**src/rtl/cv32e40p_ft_err_monitor.sv**
```systemverilog
// ----------------------------------------------------------------------------
// cv32e40p_ft_err_monitor : TMR voter error statistics, replica fault tracking, alarm
// Revision 1.0
// ----------------------------------------------------------------------------
`default_nettype none

module cv32e40p_ft_err_monitor #(
  parameter int CNT_W       = 8,
  parameter int PERM_THRESH = 4
) (
  input  logic             clk,
  input  logic             rst_n,
  input  logic             valid_i,
  input  logic             err_detected_1_i,
  input  logic             err_detected_2_i,
  input  logic             err_detected_3_i,
  input  logic             err_corrected_i,
  input  logic             clear_i,
  input  logic             ack_i,
  output logic [CNT_W-1:0] err_cnt_1_o,
  output logic [CNT_W-1:0] err_cnt_2_o,
  output logic [CNT_W-1:0] err_cnt_3_o,
  output logic [CNT_W-1:0] corr_cnt_o,
  output logic [CNT_W-1:0] uncorr_cnt_o,
  output logic [2:0]       replica_faulty_o,
  output logic             degraded_o,
  output logic             alarm_o,
  output logic [1:0]       alarm_cause_o
);

  localparam logic [CNT_W-1:0] CNT_MAX  = {CNT_W{1'b1}};
  localparam logic [CNT_W:0]   THRESH_W = (CNT_W+1)'(PERM_THRESH);
  localparam logic [CNT_W-1:0] CNT_ONE  = {{(CNT_W-1){1'b0}}, 1'b1};

  typedef enum logic [1:0] {
    REP_OK      = 2'd0,
    REP_SUSPECT = 2'd1,
    REP_FAULTY  = 2'd2
  } rep_state_e;

  typedef enum logic {
    AL_IDLE  = 1'b0,
    AL_ALARM = 1'b1
  } alarm_state_e;

  function automatic logic [CNT_W-1:0] sat_inc(input logic [CNT_W-1:0] v);
    return (v == CNT_MAX) ? v : v + CNT_ONE;
  endfunction

  logic [2:0] det;
  logic [1:0] det_cnt;
  logic       ev;
  logic       ev_single;
  logic       ev_uncorr;
  logic       ev_clean;

  assign det       = {err_detected_3_i, err_detected_2_i, err_detected_1_i};
  assign det_cnt   = {1'b0, det[0]} + {1'b0, det[1]} + {1'b0, det[2]};
  assign ev        = valid_i & ~clear_i;
  assign ev_single = ev && (det_cnt == 2'd1);
  assign ev_uncorr = ev && (det_cnt >= 2'd2);
  assign ev_clean  = ev && (det_cnt == 2'd0);

  logic [CNT_W-1:0] err_cnt [3];
  logic [2:0]       faulty_q;
  logic [2:0]       faulty_d;
  logic [2:0]       enter_faulty;

  for (genvar k = 0; k < 3; k++) begin : g_replica
    rep_state_e       state_q, state_d;
    logic [CNT_W-1:0] cons_q, cons_d;
    logic [CNT_W-1:0] err_q, err_d;
    logic [CNT_W:0]   cons_inc;
    logic             enter_d;
    logic             hit;

    assign hit      = ev_single & det[k];
    assign cons_inc = {1'b0, cons_q} + {{CNT_W{1'b0}}, 1'b1};

    always_comb begin
      state_d = state_q;
      cons_d  = cons_q;
      err_d   = err_q;
      enter_d = 1'b0;
      if (hit) err_d = sat_inc(err_q);
      case (state_q)
        REP_OK: begin
          if (hit) begin
            cons_d = CNT_ONE;
            if (THRESH_W <= {{CNT_W{1'b0}}, 1'b1}) begin
              state_d = REP_FAULTY;
              enter_d = 1'b1;
            end else begin
              state_d = REP_SUSPECT;
            end
          end
        end
        REP_SUSPECT: begin
          if (hit) begin
            cons_d = sat_inc(cons_q);
            if (cons_inc >= THRESH_W) begin
              state_d = REP_FAULTY;
              enter_d = 1'b1;
            end
          end else if (ev_clean || ev_single) begin
            // A clean cycle or another replica's error breaks the streak
            state_d = REP_OK;
            cons_d  = '0;
          end
        end
        default: ;
      endcase
      if (clear_i) begin
        state_d = REP_OK;
        cons_d  = '0;
        err_d   = '0;
        enter_d = 1'b0;
      end
    end

    always_ff @(posedge clk) begin
      if (!rst_n) begin
        state_q <= REP_OK;
        cons_q  <= '0;
        err_q   <= '0;
      end else begin
        state_q <= state_d;
        cons_q  <= cons_d;
        err_q   <= err_d;
      end
    end

    assign err_cnt[k]      = err_q;
    assign faulty_q[k]     = (state_q == REP_FAULTY);
    assign faulty_d[k]     = (state_d == REP_FAULTY);
    assign enter_faulty[k] = enter_d;
  end

  logic [CNT_W-1:0] corr_q, corr_d;
  logic [CNT_W-1:0] uncorr_q, uncorr_d;
  logic             degraded_q, degraded_d;
  alarm_state_e     alarm_q, alarm_d;
  logic [1:0]       cause_q, cause_d;
  logic [1:0]       trig;

  assign trig = {ev_uncorr, |enter_faulty};

  always_comb begin
    corr_d     = corr_q;
    uncorr_d   = uncorr_q;
    alarm_d    = alarm_q;
    cause_d    = cause_q;
    degraded_d = (faulty_d[0] & faulty_d[1]) | (faulty_d[0] & faulty_d[2]) |
                 (faulty_d[1] & faulty_d[2]);
    if (ev && err_corrected_i) corr_d = sat_inc(corr_q);
    if (ev_uncorr) uncorr_d = sat_inc(uncorr_q);
    case (alarm_q)
      AL_IDLE: begin
        if (|trig) begin
          alarm_d = AL_ALARM;
          cause_d = trig;
        end
      end
      AL_ALARM: begin
        // A fresh trigger always wins over an acknowledge
        if (|trig) begin
          cause_d = cause_q | trig;
        end else if (ack_i) begin
          alarm_d = AL_IDLE;
          cause_d = 2'b00;
        end
      end
      default: ;
    endcase
    if (clear_i) begin
      corr_d   = '0;
      uncorr_d = '0;
      alarm_d  = AL_IDLE;
      cause_d  = 2'b00;
    end
  end

  always_ff @(posedge clk) begin
    if (!rst_n) begin
      corr_q     <= '0;
      uncorr_q   <= '0;
      degraded_q <= 1'b0;
      alarm_q    <= AL_IDLE;
      cause_q    <= 2'b00;
    end else begin
      corr_q     <= corr_d;
      uncorr_q   <= uncorr_d;
      degraded_q <= degraded_d;
      alarm_q    <= alarm_d;
      cause_q    <= cause_d;
    end
  end

  assign err_cnt_1_o      = err_cnt[0];
  assign err_cnt_2_o      = err_cnt[1];
  assign err_cnt_3_o      = err_cnt[2];
  assign corr_cnt_o       = corr_q;
  assign uncorr_cnt_o     = uncorr_q;
  assign replica_faulty_o = faulty_q;
  assign degraded_o       = degraded_q;
  assign alarm_o          = (alarm_q == AL_ALARM);
  assign alarm_cause_o    = cause_q;

endmodule

`default_nettype wire

```
**config.mk**
```make
export PLATFORM = sky130hd
export DESIGN_NAME = cv32e40p_ft_err_monitor
export DESIGN_NICKNAME = d
export VERILOG_FILES = /design/src/rtl/cv32e40p_ft_err_monitor.sv
export SDC_FILE = /design/constraint.sdc
export NUM_CORES = 1
export LEC_CHECK = 0
export ABC_AREA = 0
export BUFFER_PORTS_ARGS = -buffer_cell sky130_fd_sc_hd__buf_2
export CAP_MARGIN = 30
export CORE_MARGIN = 10
export CORE_UTILIZATION = 25
export CTS_CLUSTER_SIZE = 10
export DETAILED_ROUTE_END_ITERATION = 8
export PLACE_DENSITY = 0.41
export SLEW_MARGIN = 20
export SYNTH_ARGS = -nofsm -noshare
export SYNTH_HDL_FRONTEND = slang
export SYNTH_SLANG_ARGS = --single-unit
```
**constraint.sdc**
```tcl
create_clock -name clk -period 2.9 [get_ports clk]
set_input_delay 0.145 -clock clk [delete_from_list [all_inputs] [get_ports clk]]
set_output_delay 0.145 -clock clk [all_outputs]
set_load 0.03 [all_outputs]
```
After elaboration in Yosys (flattened, before gate mapping)
Index checks and enable logic that the tools add are counted.

Magnitude comparators: 4. Muxes and demuxes: 51. Reductions and logical operators: 24. Bitwise gates (word level): 18. $add $sub $neg: 13. Eq/ne operators: 29.

Operators by type and width (number): $mux W8 (10); $add A8 B1 Y8 const B (8); $eq A8 B8 Y1 const B (8); $pmux W8 S2 (3); $mux W2 (18); $add A8 B1 Y9 const B (3); $ge A9 B3 Y1 const B (3); $ne A3 B3 Y1 const B (6); $pmux W2 S2 (4); $mux W1 (15); $eq A2 B2 Y1 const B (6); $reduce_and A2 Y1 (6); $reduce_and A4 Y1 (3); $eq A2 B1 Y1 const B (4); $logic_not A2 Y1 (4); $ne A2 B2 Y1 const B (4); $not A1 Y1 (8); $and A1 B1 Y1 (7); $reduce_bool A2 Y1 (3); $logic_and A1 B1 Y1 (4); $reduce_or A4 Y1 (1); $ne A3 B2 Y1 const B (1); $reduce_or A3 Y1 (1); $add A1 B1 Y2 (1); 7 further kinds (8).

Output and inout bits: 47. Input port bits: 9. Flip-flop bits (word level): 74.

Depth between registers and ports, before layout
Gate-level depths: netlist (run 1).

Depth after elaboration: 13. Depth in mapped cells: 9.

Least setup slack after synthesis (run 1)
No wires, ideal clock.

Path type: in2reg. From: in err_detected_1_i. To: reg g_replica[0].cons_q[2]. Arrival: 2.059 ns. Slack: 0.697 ns. Stages on the path: 8. Path through: fa_1 -> and4bb_2 -> buf_6 -> nand2_1 -> o311ai_0 -> inv_1 -> a21oi_1 -> a311oi_1.

Word-level cells in the longest chain between the ends: 7.

RTL lines: start: declaration (RTL line 14) `input logic err_detected_1_i,`; $add A1 B1 Y2 (RTL line 58) `assign det_cnt = {1'b0, det[0]} + {1'b0, det[1]} + {1'b0, det[2]};`; $add A2 B1 Y2 (RTL line 58); $eq A2 B1 Y1 or $logic_not A2 Y1 (tied branches) (RTL line 60, 62); $logic_and A1 B1 Y1, on equally long branches (RTL line 60, 62); $and A1 B1 Y1 or $logic_or A1 B1 Y1 (tied branches) (RTL line 77, 105); $ne A3 B3 Y1 (no line) (tied with other cells); $reduce_and A4 Y1 (no line) or $pmux W8 S2 (tied branches); end signal: assignment (RTL line 128) `cons_q <= cons_d;`; end: declaration (RTL line 71) `logic [CNT_W-1:0] cons_q, cons_d;`.

Parallel ways exist; a longest one is shown, timed or not. A chain may end at the register's enable or synchronous reset.

Worst setup path after layout (run 1)
From: reg g_replica[2].cons_q[0]. To: reg cause_q[1] (netlist: alarm_cause_o[1]).

Word-level cells in the longest chain between the ends: 9.

RTL lines: start: declaration (RTL line 71); start signal: assignment (RTL line 128); $add A8 B1 Y9 (*) (RTL line 78) `assign cons_inc = {1'b0, cons_q} + {{CNT_W{1'b0}}, 1'b1};`; $ge A9 B3 Y1 (*) (RTL line 101) `if (cons_inc >= THRESH_W) begin`; $mux W1 (*) (RTL line 101); $mux W1 (*) (RTL line 99) `if (hit) begin`; $mux W1 (*) (RTL line 86) `case (state_q)`; $mux W1 (*) (RTL line 113) `if (clear_i) begin`; $reduce_or A4 Y1 (*) (RTL line 159, 166); $mux W2 (tied with other cells) (RTL line 166) `if (|trig) begin`; $pmux W2 S2 or $reduce_and A2 Y1 (tied branches); end signal: assignment (RTL line 195) `cause_q <= cause_d;`; end: declaration (RTL line 143) `logic [1:0] cause_q, cause_d;`.

Every way passes the cells marked *; elsewhere a longest branch is shown, timed or not.

==> flow_summary.ini, run 1 <==
[layout]
drive_above_1_share = 0.189
layout_common_cells = dfxtp_1, nor2_1, buf_2
area_growth_pct = 21.8
antenna_cells = 0
layout_commonest_cell = dfxtp_1
layout.nets = 533
fillers = 1539

[min_path]
whs_path_depth = 4
hp-class = in2reg

[power_and_ir_drop]
clockPowerShare = 0.519
switching_share = 0.214
irDropWorstVdd_mv = 0.270
p_int_w = 0.00180
p_leak_nw = 1.76
switching_power_w = 0.000488
p_seq_frac = 0.448
pwr-share-comb = 0.033
power_density_mw_per_mm2 = 501

[clock_tree]
clk_path_buf_depth = 2
cts_hold_repair.buffers = 0
clk_pin_slew_ps = 60
htreeDepth = 3
post_cts_buffers = 0
cts_made_buffers = 9
cts_tree = done
insertion_delay_ps = 340
cts_resized = 0
clock-sinks = 74
ctsRootBufferMaster = clkbuf_16

[placement]
gp_congestion = 0.754
preCtsSetupSlack_ps = 352
dp_hpwl_mm = 7.39
io_buffer_count = 55

[drt]
routed.top_layer = met4
vias = 3421
drt_first_iter_violations = 225
wl_met3_microns = 307
dr.pass1.iters = 4
vias_per_cell = 4.87
drtAntennaViolNets = 0
wl_met1_mm = 4.57
wl_mm = 9.96
post_drt_wl_per_cell_microns = 14.2
route.met2.wl_mm = 4.89
drc = 0

[setup_path]
worstPathArrival_ps = 2580
endpoint_kind = register
worstSetupEndpoint = alarm_cause_o[1]$_SDFFE_PP0P_
crit_type = reg2reg
r2r_cells = 7
r2r-end = alarm_cause_o[1]$_SDFFE_PP0P_
crit_path_max_fanout = 7
cp-startpoint = g_replica[2].cons_q[0]$_SDFFE_PP0P_
worstPathRequired_ps = 3140
ff2ff_setup_slack_ps = 560
start_kind = register
r2r_start = g_replica[2].cons_q[0]$_SDFFE_PP0P_

[sta]
min_period_ps = 2340
fmax_ghz = 0.427
hold_violations = 0
rsz0062_at_grt = false
setup_tns_ps = 0
finalCritPeriodShare = 0.808
drv_slew = 0
slew_headroom = 0.616
finalSetupViolCount = 0
worst_pin_slew_ps = 575
setup_ws_ps = 557
clock_skew_ps = 6.49

[floorplanning]
core_sq_mm = 0.0146
die_h_microns = 142
start_util = 0.256
die_w_microns = 142
die-area_sq_mm = 0.0203
num_rows = 44
io_pins = 56

[synth]
ys_seq_area_frac = 0.396
yosysWarnings = 0
ys_async_sr_fraction = 0
syn_inst = 452
post_synth.cell_area_avg_sq_um = 8.28
synthFlopType = dfxtp_1
ys_ff_latch = 74
synth.cell_area_sq_mm = 0.00374
syn_nets = 471
synth_edf_count = 0
ys_types = 52

[global_routing]
antenna_found_initial = 0
groute.usage.overall = 0.0994
grt_max_degree = 27
grt-ovfl-total = 0
grt_pass1_vias = 3342
grt_pass1_wl_mm = 16.4

[job]
cap_violations = 0

[outcome]
status = complete, no violations
cell type report:
type	instances	area, sq um	share of cell area
Clock buffer	11	233	0.0511
Clock inverter	5	78.8	0.0173
Inverter	7	26.3	0.00577
Multi-Input combinational cell	359	2170	0.477
Sequential cell	74	1480	0.325
Tap cell	184	230	0.0505
Timing Repair Buffer	63	335	0.0736
flip-flops by register name, indices dropped and copies added, names as in the netlist:
register	flops
uncorr_cnt_o	8
g_replica.cons_q	24
err_cnt_3_o	8
alarm_o	1
alarm_cause_o	2
g_replica.state_q	6
degraded_o	1
err_cnt_1_o	8
err_cnt_2_o	8
corr_cnt_o	8
synth_stat cells (all sizes together) (2+ instances only):
cell | n | share of area
dfxtp | 74 | 0.40
nor2 | 64 | 0.064
nand2 | 39 | 0.040
a21oi | 30 | 0.041
o21ai | 28 | 0.037
nand3 | 26 | 0.035
xor2 | 21 | 0.049
and3 | 14 | 0.026
nand4 | 13 | 0.022
xnor2 | 12 | 0.028
a31oi | 11 | 0.018
nor3 | 10 | 0.013
clkbuf | 9 | 0.0090
ha | 9 | 0.030
or3 | 9 | 0.015
inv | 7 | 0.0070
o211ai | 7 | 0.014
mux2i | 6 | 0.016
nand2b | 6 | 0.010
nor2b | 6 | 0.010
or2 | 5 | 0.0084
o21a | 4 | 0.0080
o311ai | 4 | 0.0094
a311oi | 3 | 0.0070
and2 | 3 | 0.0050
buf | 3 | 0.0074
nor4 | 3 | 0.0050
o31a | 3 | 0.0074
or3b | 3 | 0.0070
and2b | 2 | 0.0047
o211a | 2 | 0.0054
o31ai | 2 | 0.0040
stage by stage:
step	power [W]	hold slack [ps]	instance area, sq um	std cells	util
CTS	0.00233	178	4550	702	0.312
global route	0.00237	172	4560	703	0.312
floorplan	0.00109	331	3740	452	-
detailed placement	0.00112	484	4240	686	0.290
finish	0.00228	149	4560	703	0.312
global placement	0.00112	480	4240	686	0.290
how the worst min path moves through the flow:
stage / slack, ps / end / start
finish: 150 / g_replica[2].state_q[0]$_SDFF_PN0_ / clear_i
global route: 170 / g_replica[2].state_q[0]$_SDFF_PN0_ / clear_i
CTS: 180 / alarm_o$_SDFF_PP0_ / ack_i
detailed placement: 480 / g_replica[0].cons_q[7]$_SDFFE_PP0P_ / g_replica[0].cons_q[7]$_SDFFE_PP0P_
global placement: 480 / g_replica[0].cons_q[7]$_SDFFE_PP0P_ / g_replica[0].cons_q[7]$_SDFFE_PP0P_
floorplan: 330 / g_replica[1].cons_q[7]$_SDFFE_PP0P_ / clear_i
routing by layer:
layer  track usage  vias to the layer above
met3        0.0254                       12
met1         0.116                     1622
met4        0.0495                        0
li1              -                     1744
met5             0                        -
met2         0.165                       43
power groups by stage:
stage | registers, W | clock network, W | logic, W
3_5_place_dp | 0.00105 | 0 | 0.0000770
3_3_place_gp | 0.00105 | 0 | 0.0000758
4_1_cts | 0.00102 | 0.00123 | 0.0000772
6_report | 0.00102 | 0.00119 | 0.0000758
5_1_grt | 0.00102 | 0.00126 | 0.0000857
2_1_floorplan | 0.00105 | 0 | 0.0000429
critical path: stages (launching register included):
cell and delay [ps]:
dfxtp_1 350, ha_1 270, and3_2 270, a21oi_1 150, o211ai_1 100, o31a_1 340, or3_1 410, a2111oi_2 350
logic make-up after synthesis:
family                   synth area share
AO/OA/AOI/OAI                       0.170
XOR/XNOR                           0.0773
buffers and inverters              0.0234
multiplexers                       0.0191
flip-flops                          0.396
adder cells (fa/ha/maj)            0.0355
AND/OR/NAND/NOR                     0.279
(Power assumes the default switching activity.)
==> run 2, diff against run 1 <==
- clock period: 2.9 -> 2.2 ns (I/O delays scaled with it)
==> flow_summary.ini, run 2 (synthesis results as in run 1) <==
[global_routing]
grt_pass1_wl_mm = 18.0
grt-ovfl-total = 0
antenna_found_initial = 0
groute.usage.overall = 0.108
grt_max_degree = 29
grt_pass1_vias = 3556

[layout]
ff_latch_area_sq_mm = 0.00148
fillers = 1528
area_growth_pct = 30.8
antenna_cells = 0
layout_commonest_cell = dfxtp_1
layout_common_cells = dfxtp_1, nor2_1, buf_2
top_register = g_replica.cons_q
multi_input_area_sq_mm = 0.00224
layout.nets = 575
drive_above_1_share = 0.266
largest_register_ff_count = 24

[power_and_ir_drop]
p_leak_nw = 1.94
irDropWorstVdd_mv = 0.255
power_density_mw_per_mm2 = 575

[drt]
dr.pass1.iters = 4
vias = 3551
drc = 0
drt_first_iter_violations = 165
post_drt_wl_per_cell_microns = 13.9
drtAntennaViolNets = 0
wl_mm = 10.3
vias_per_cell = 4.77

[floorplanning]
start_util = 0.256
io_pins = 56
die_h_microns = 142
num_rows = 44
die-area_sq_mm = 0.0203
core_sq_mm = 0.0146
die_w_microns = 142

[setup_path]
r2r_start = g_replica[0].cons_q[7]$_SDFFE_PP0P_
worstPathArrival_ps = 2360
worstSetupEndpoint = alarm_cause_o[1]$_SDFFE_PP0P_
endpoint_kind = register
crit_path_max_fanout = 5
start_kind = register
cp-startpoint = g_replica[0].cons_q[7]$_SDFFE_PP0P_
worstPathRequired_ps = 2440
r2r-end = alarm_cause_o[1]$_SDFFE_PP0P_
r2r_cells = 4
crit_type = reg2reg
ff2ff_setup_slack_ps = 80

[outcome]
status = complete, no violations

[sta]
hold_violations = 0
holdWs_ps = 137
fmax_ghz = 0.472
drv_slew = 0
worst_pin_slew_ps = 668
finalSetupViolCount = 0
setup_tns_ps = 0
clock_skew_ps = 7.28
min_period_ps = 2120
finalCritPeriodShare = 0.963
slew_headroom = 0.553

[clock_tree]
ctsRootBufferMaster = clkbuf_16
insertion_delay_ps = 340
cts_hold_repair.buffers = 0
cts_tree = done
clock-sinks = 74
htreeDepth = 3
clk_pin_slew_ps = 60
cts_resized = 0
cts_made_buffers = 9
post_cts_buffers = 0
clk_path_buf_depth = 2

[job]
cap_violations = 0

[placement]
io_buffer_count = 55
dp_hpwl_mm = 7.77
gp_congestion = 0.795

[min_path]
hp-class = in2reg
run 2: cell count changes in the layout (fill, tap and decap cells not counted), sizes merged:
cell and change:
buf +42, bufinv -2, clkbuf +2
run 2: where the power goes:
group / switching, W / leakage, nW / total [W] / internal [W]
Clock: 0.000551 / 0.133 / 0.00134 / 0.000789
Combinational: 0.0000748 / 1.21 / 0.000123 / 0.0000481
Sequential: 0.00000392 / 0.597 / 0.00135 / 0.00134
Total: 0.000630 / 1.94 / 0.00281 / 0.00218
run 2: worst min-delay path by stage:
| stage | from | to | slack (ps) | cells after the start |
|---|---|---|---|---|
| 3_5_place_dp | g_replica[0].cons_q[7]$_SDFFE_PP0P_ | g_replica[0].cons_q[7]$_SDFFE_PP0P_ | 480 | 1 |
| 5_1_grt | ack_i | alarm_o$_SDFF_PP0_ | 150 | 3 |
| 2_1_floorplan | clear_i | g_replica[1].cons_q[7]$_SDFFE_PP0P_ | 300 | 3 |
| 4_1_cts | ack_i | alarm_o$_SDFF_PP0_ | 130 | 3 |
| 6_report | ack_i | alarm_o$_SDFF_PP0_ | 140 | 3 |
| 3_3_place_gp | g_replica[0].cons_q[7]$_SDFFE_PP0P_ | g_replica[0].cons_q[7]$_SDFFE_PP0P_ | 470 | 1 |
run 2: final cells by class:
| cell class | count | area share |
|---|---|---|
| clock inverter | 3 | 0.00307 |
| multi-input combinational | 359 | 0.457 |
| tap | 184 | 0.0470 |
| sequential | 74 | 0.303 |
| timing repair buffer | 105 | 0.133 |
| clock buffer | 13 | 0.0511 |
| inverter | 7 | 0.00537 |
run 2: critical path: stages, from the launching register on:
cell and delay [ps]:
dfxtp_1 330, or4_4 550, o31a_2 380, or3_4 420
a2111oi_4 340
run 2: per-stage QoR:
stage          instance area (sq um)  setup WS (ps)  power (W)  utilization  std cells
6_report                        4890           80.5    0.00281        0.335        745
3_5_place_dp                    4560           -257    0.00150        0.313        729
4_1_cts                         4830           14.8    0.00288        0.331        745
2_1_floorplan                   3740           31.6    0.00144            -        452
3_3_place_gp                    4560           -190    0.00150        0.313        729
5_1_grt                         4890          -15.2    0.00295        0.335        745
run 2: metal layers:
metal  routed length [microns]  global-route usage  up-vias
met2                      4800               0.170       50
li1                          -                   -     1824
met4                       212              0.0506        0
met1                      4950               0.135     1662
met5                         0                   0        -
met3                       378              0.0270       15
==> run 3, diff against run 2 <==
- GPL_TIMING_DRIVEN: default -> 0
- PLACE_DENSITY: 0.41 -> 0.43
- clock period: 2.2 -> 1.9 ns (I/O delays scaled with it)
==> flow_summary.ini, run 3 (synthesis results as in run 1) <==
[setup_path]
r2r_start = g_replica[1].cons_q[0]$_SDFFE_PP0P_
ff2ff_setup_slack_ps = -150
start_kind = register
worstPathRequired_ps = 2130
worstPathArrival_ps = 2280
worst_path_largest_cell_delay_ps = 360
cp_slowest_cell = or3_4
endpoint_kind = register
crit_path_max_fanout = 6
crit_type = reg2reg
cp_cell_sequence = ha_1 -> clkbuf_8 -> xor2_2 -> nand4b_1 -> or2b_4 -> a21oi_4 -> or3_4 -> a2111oi_4
r2r_cells = 8
r2r-end = alarm_cause_o[1]$_SDFFE_PP0P_

[clock_tree]
clock-sinks = 74
cts_made_buffers = 9
clk_path_buf_depth = 2
insertion_delay_ps = 330
htreeDepth = 3
ctsRootBufferMaster = clkbuf_16
clk_pin_slew_ps = 60
cts_tree = done

[layout]
final_area_sq_mm = 0.00514
largest_register_ff_count = 24
layout.nets = 557
area_growth_pct = 37.5
antenna_cells = 0
top_register = g_replica.cons_q
drive_above_1_share = 0.292
stdcell_count = 726
layout_common_cells = dfxtp_1, nor2_1, buf_2
layout_commonest_cell = dfxtp_1

[sta]
clock_skew_ps = 7.12
worst_pin_slew_ps = 681
finalCritPeriodShare = 1.08
fmax_ghz = 0.488
setup_ws_ps = -149
slew_headroom = 0.546
min_period_ps = 2050
hold_violations = 0
rsz0062_at_grt = true
drv_slew = 0
finalSetupViolCount = 4

[drt]
post_drt_wl_per_cell_microns = 14.8
vias_per_cell = 4.85
drc = 0
wl_mm = 10.8
drt_first_iter_violations = 240
vias = 3521
dr.pass1.iters = 5
drtAntennaViolNets = 0

[global_routing]
grt-ovfl-total = 0
grt_pass1_wl_mm = 17.5
grt_pass1_vias = 3451
grt_max_degree = 13
groute.usage.overall = 0.105
antenna_found_initial = 0

[min_path]
whs_path_depth = 4
whs_endpoint = g_replica[1].cons_q[7]$_SDFFE_PP0P_
hp-class = in2reg
hp-start = clear_i

[power_and_ir_drop]
irDropWorstVdd_mv = 0.455
switching_power_w = 0.000769
pwr-share-comb = 0.043
p_leak_nw = 1.92
p_seq_frac = 0.411
p_int_w = 0.00302
clockPowerShare = 0.546
switching_share = 0.203
power_density_mw_per_mm2 = 736

[outcome]
failed_checks = negative setup slack
status = finished with violations

[floorplanning]
io_pins = 56
core_sq_mm = 0.0146
num_rows = 44
die_h_microns = 142
die-area_sq_mm = 0.0203
start_util = 0.256
die_w_microns = 142

[placement]
gp_congestion = 0.752
placed_area_sq_mm = 0.00438
preCtsSetupSlack_ps = -489
io_buffer_count = 55
dp_hpwl_mm = 7.71
place_inst = 691

[job]
cap_violations = 0
## run 3: changes by cell type in the layout (fill, tap and decap cells not counted), moves of 4 or more
| cell | delta |
|---|---|
| and3_4 | +4 |
| bufinv_16 | +4 |
| o21ai_1 | +4 |
| clkbuf_1 | +4 |
| o311ai_4 | +4 |
| o21ai_0 | -6 |
| buf_4 | -30 |
| dfxtp_2 | +6 |
| dfxtp_1 | -9 |
| buf_6 | +4 |
## run 3: area by class of cell
cell class | instances | area (sq um)
Fill cell | 1491 | 9450
Multi-Input combinational cell | 359 | 2490
Sequential cell | 74 | 1500
Timing Repair Buffer | 76 | 472
Tap cell | 184 | 230
Clock buffer | 9 | 225
Clock inverter | 6 | 130
Buffer | 11 | 71.3
Inverter | 7 | 26.3
## run 3: worst max path at each step
stage                                              startpoint                             endpoint  slack [ps]  depth (start not counted)
after detailed placement                     err_detected_1_i  g_replica[2].cons_q[0]$_SDFFE_PP0P_        -490                          9
after global placement                       err_detected_1_i  g_replica[2].cons_q[0]$_SDFFE_PP0P_        -500                          9
after CTS                 g_replica[2].cons_q[0]$_SDFFE_PP0P_        alarm_cause_o[1]$_SDFFE_PP0P_        -150                          7
after global routing      g_replica[2].cons_q[0]$_SDFFE_PP0P_        alarm_cause_o[1]$_SDFFE_PP0P_        -250                          7
final                     g_replica[1].cons_q[0]$_SDFFE_PP0P_        alarm_cause_o[1]$_SDFFE_PP0P_        -150                          8
after floorplan           g_replica[2].cons_q[0]$_SDFFE_PP0P_        alarm_cause_o[1]$_SDFFE_PP0P_         -80                          7
## run 3: timing repair
| item | CTS | global route |
|---|---|---|
| setup buffers | 12 | 8 |
| pin swaps | 9 | 12 |
| setup endpoints to repair | 24 | 34 |
| resized for setup | 30 | 28 |
| gates cloned | 1 | 0 |
| hold buffers | 0 | 0 |
## run 3: critical path: cells and delay by family (launching register included)
kind                     cells  cell delay [ps]
AO/OA/AOI/OAI                2              350
XOR/XNOR                     1              140
adder cells (fa/ha/maj)      1              200
buffers and inverters        1              160
flip-flops                   1              340
AND/OR/NAND/NOR              3              750
## run 3: metrics by stage
stage / total power, W / util / hold WS (ps) / setup TNS, ps
finish: 0.00379 / 0.352 / 130 / -350
global route: 0.00390 / 0.352 / 168 / -945
CTS: 0.00382 / 0.340 / 113 / -435
detailed placement: 0.00173 / 0.300 / 468 / -14240
global placement: 0.00173 / 0.300 / 448 / -13350
floorplan: 0.00167 / - / 281 / -248
## run 3: power groups by stage
stage	clock network (W)	registers [W]	logic [W]
3_5_place_dp	0	0.00160	0.000132
3_3_place_gp	0	0.00160	0.000131
4_1_cts	0.00211	0.00156	0.000153
2_1_floorplan	0	0.00160	0.0000724
5_1_grt	0.00216	0.00156	0.000179
6_report	0.00207	0.00156	0.000163
## run 3: layer usage
metal	share of wire	GRT usage	vias up
met4	0.019	0.0490	0
li1	-	-	1808
met3	0.016	0.0134	9
met2	0.52	0.186	27
met5	0	0	-
met1	0.45	0.123	1677
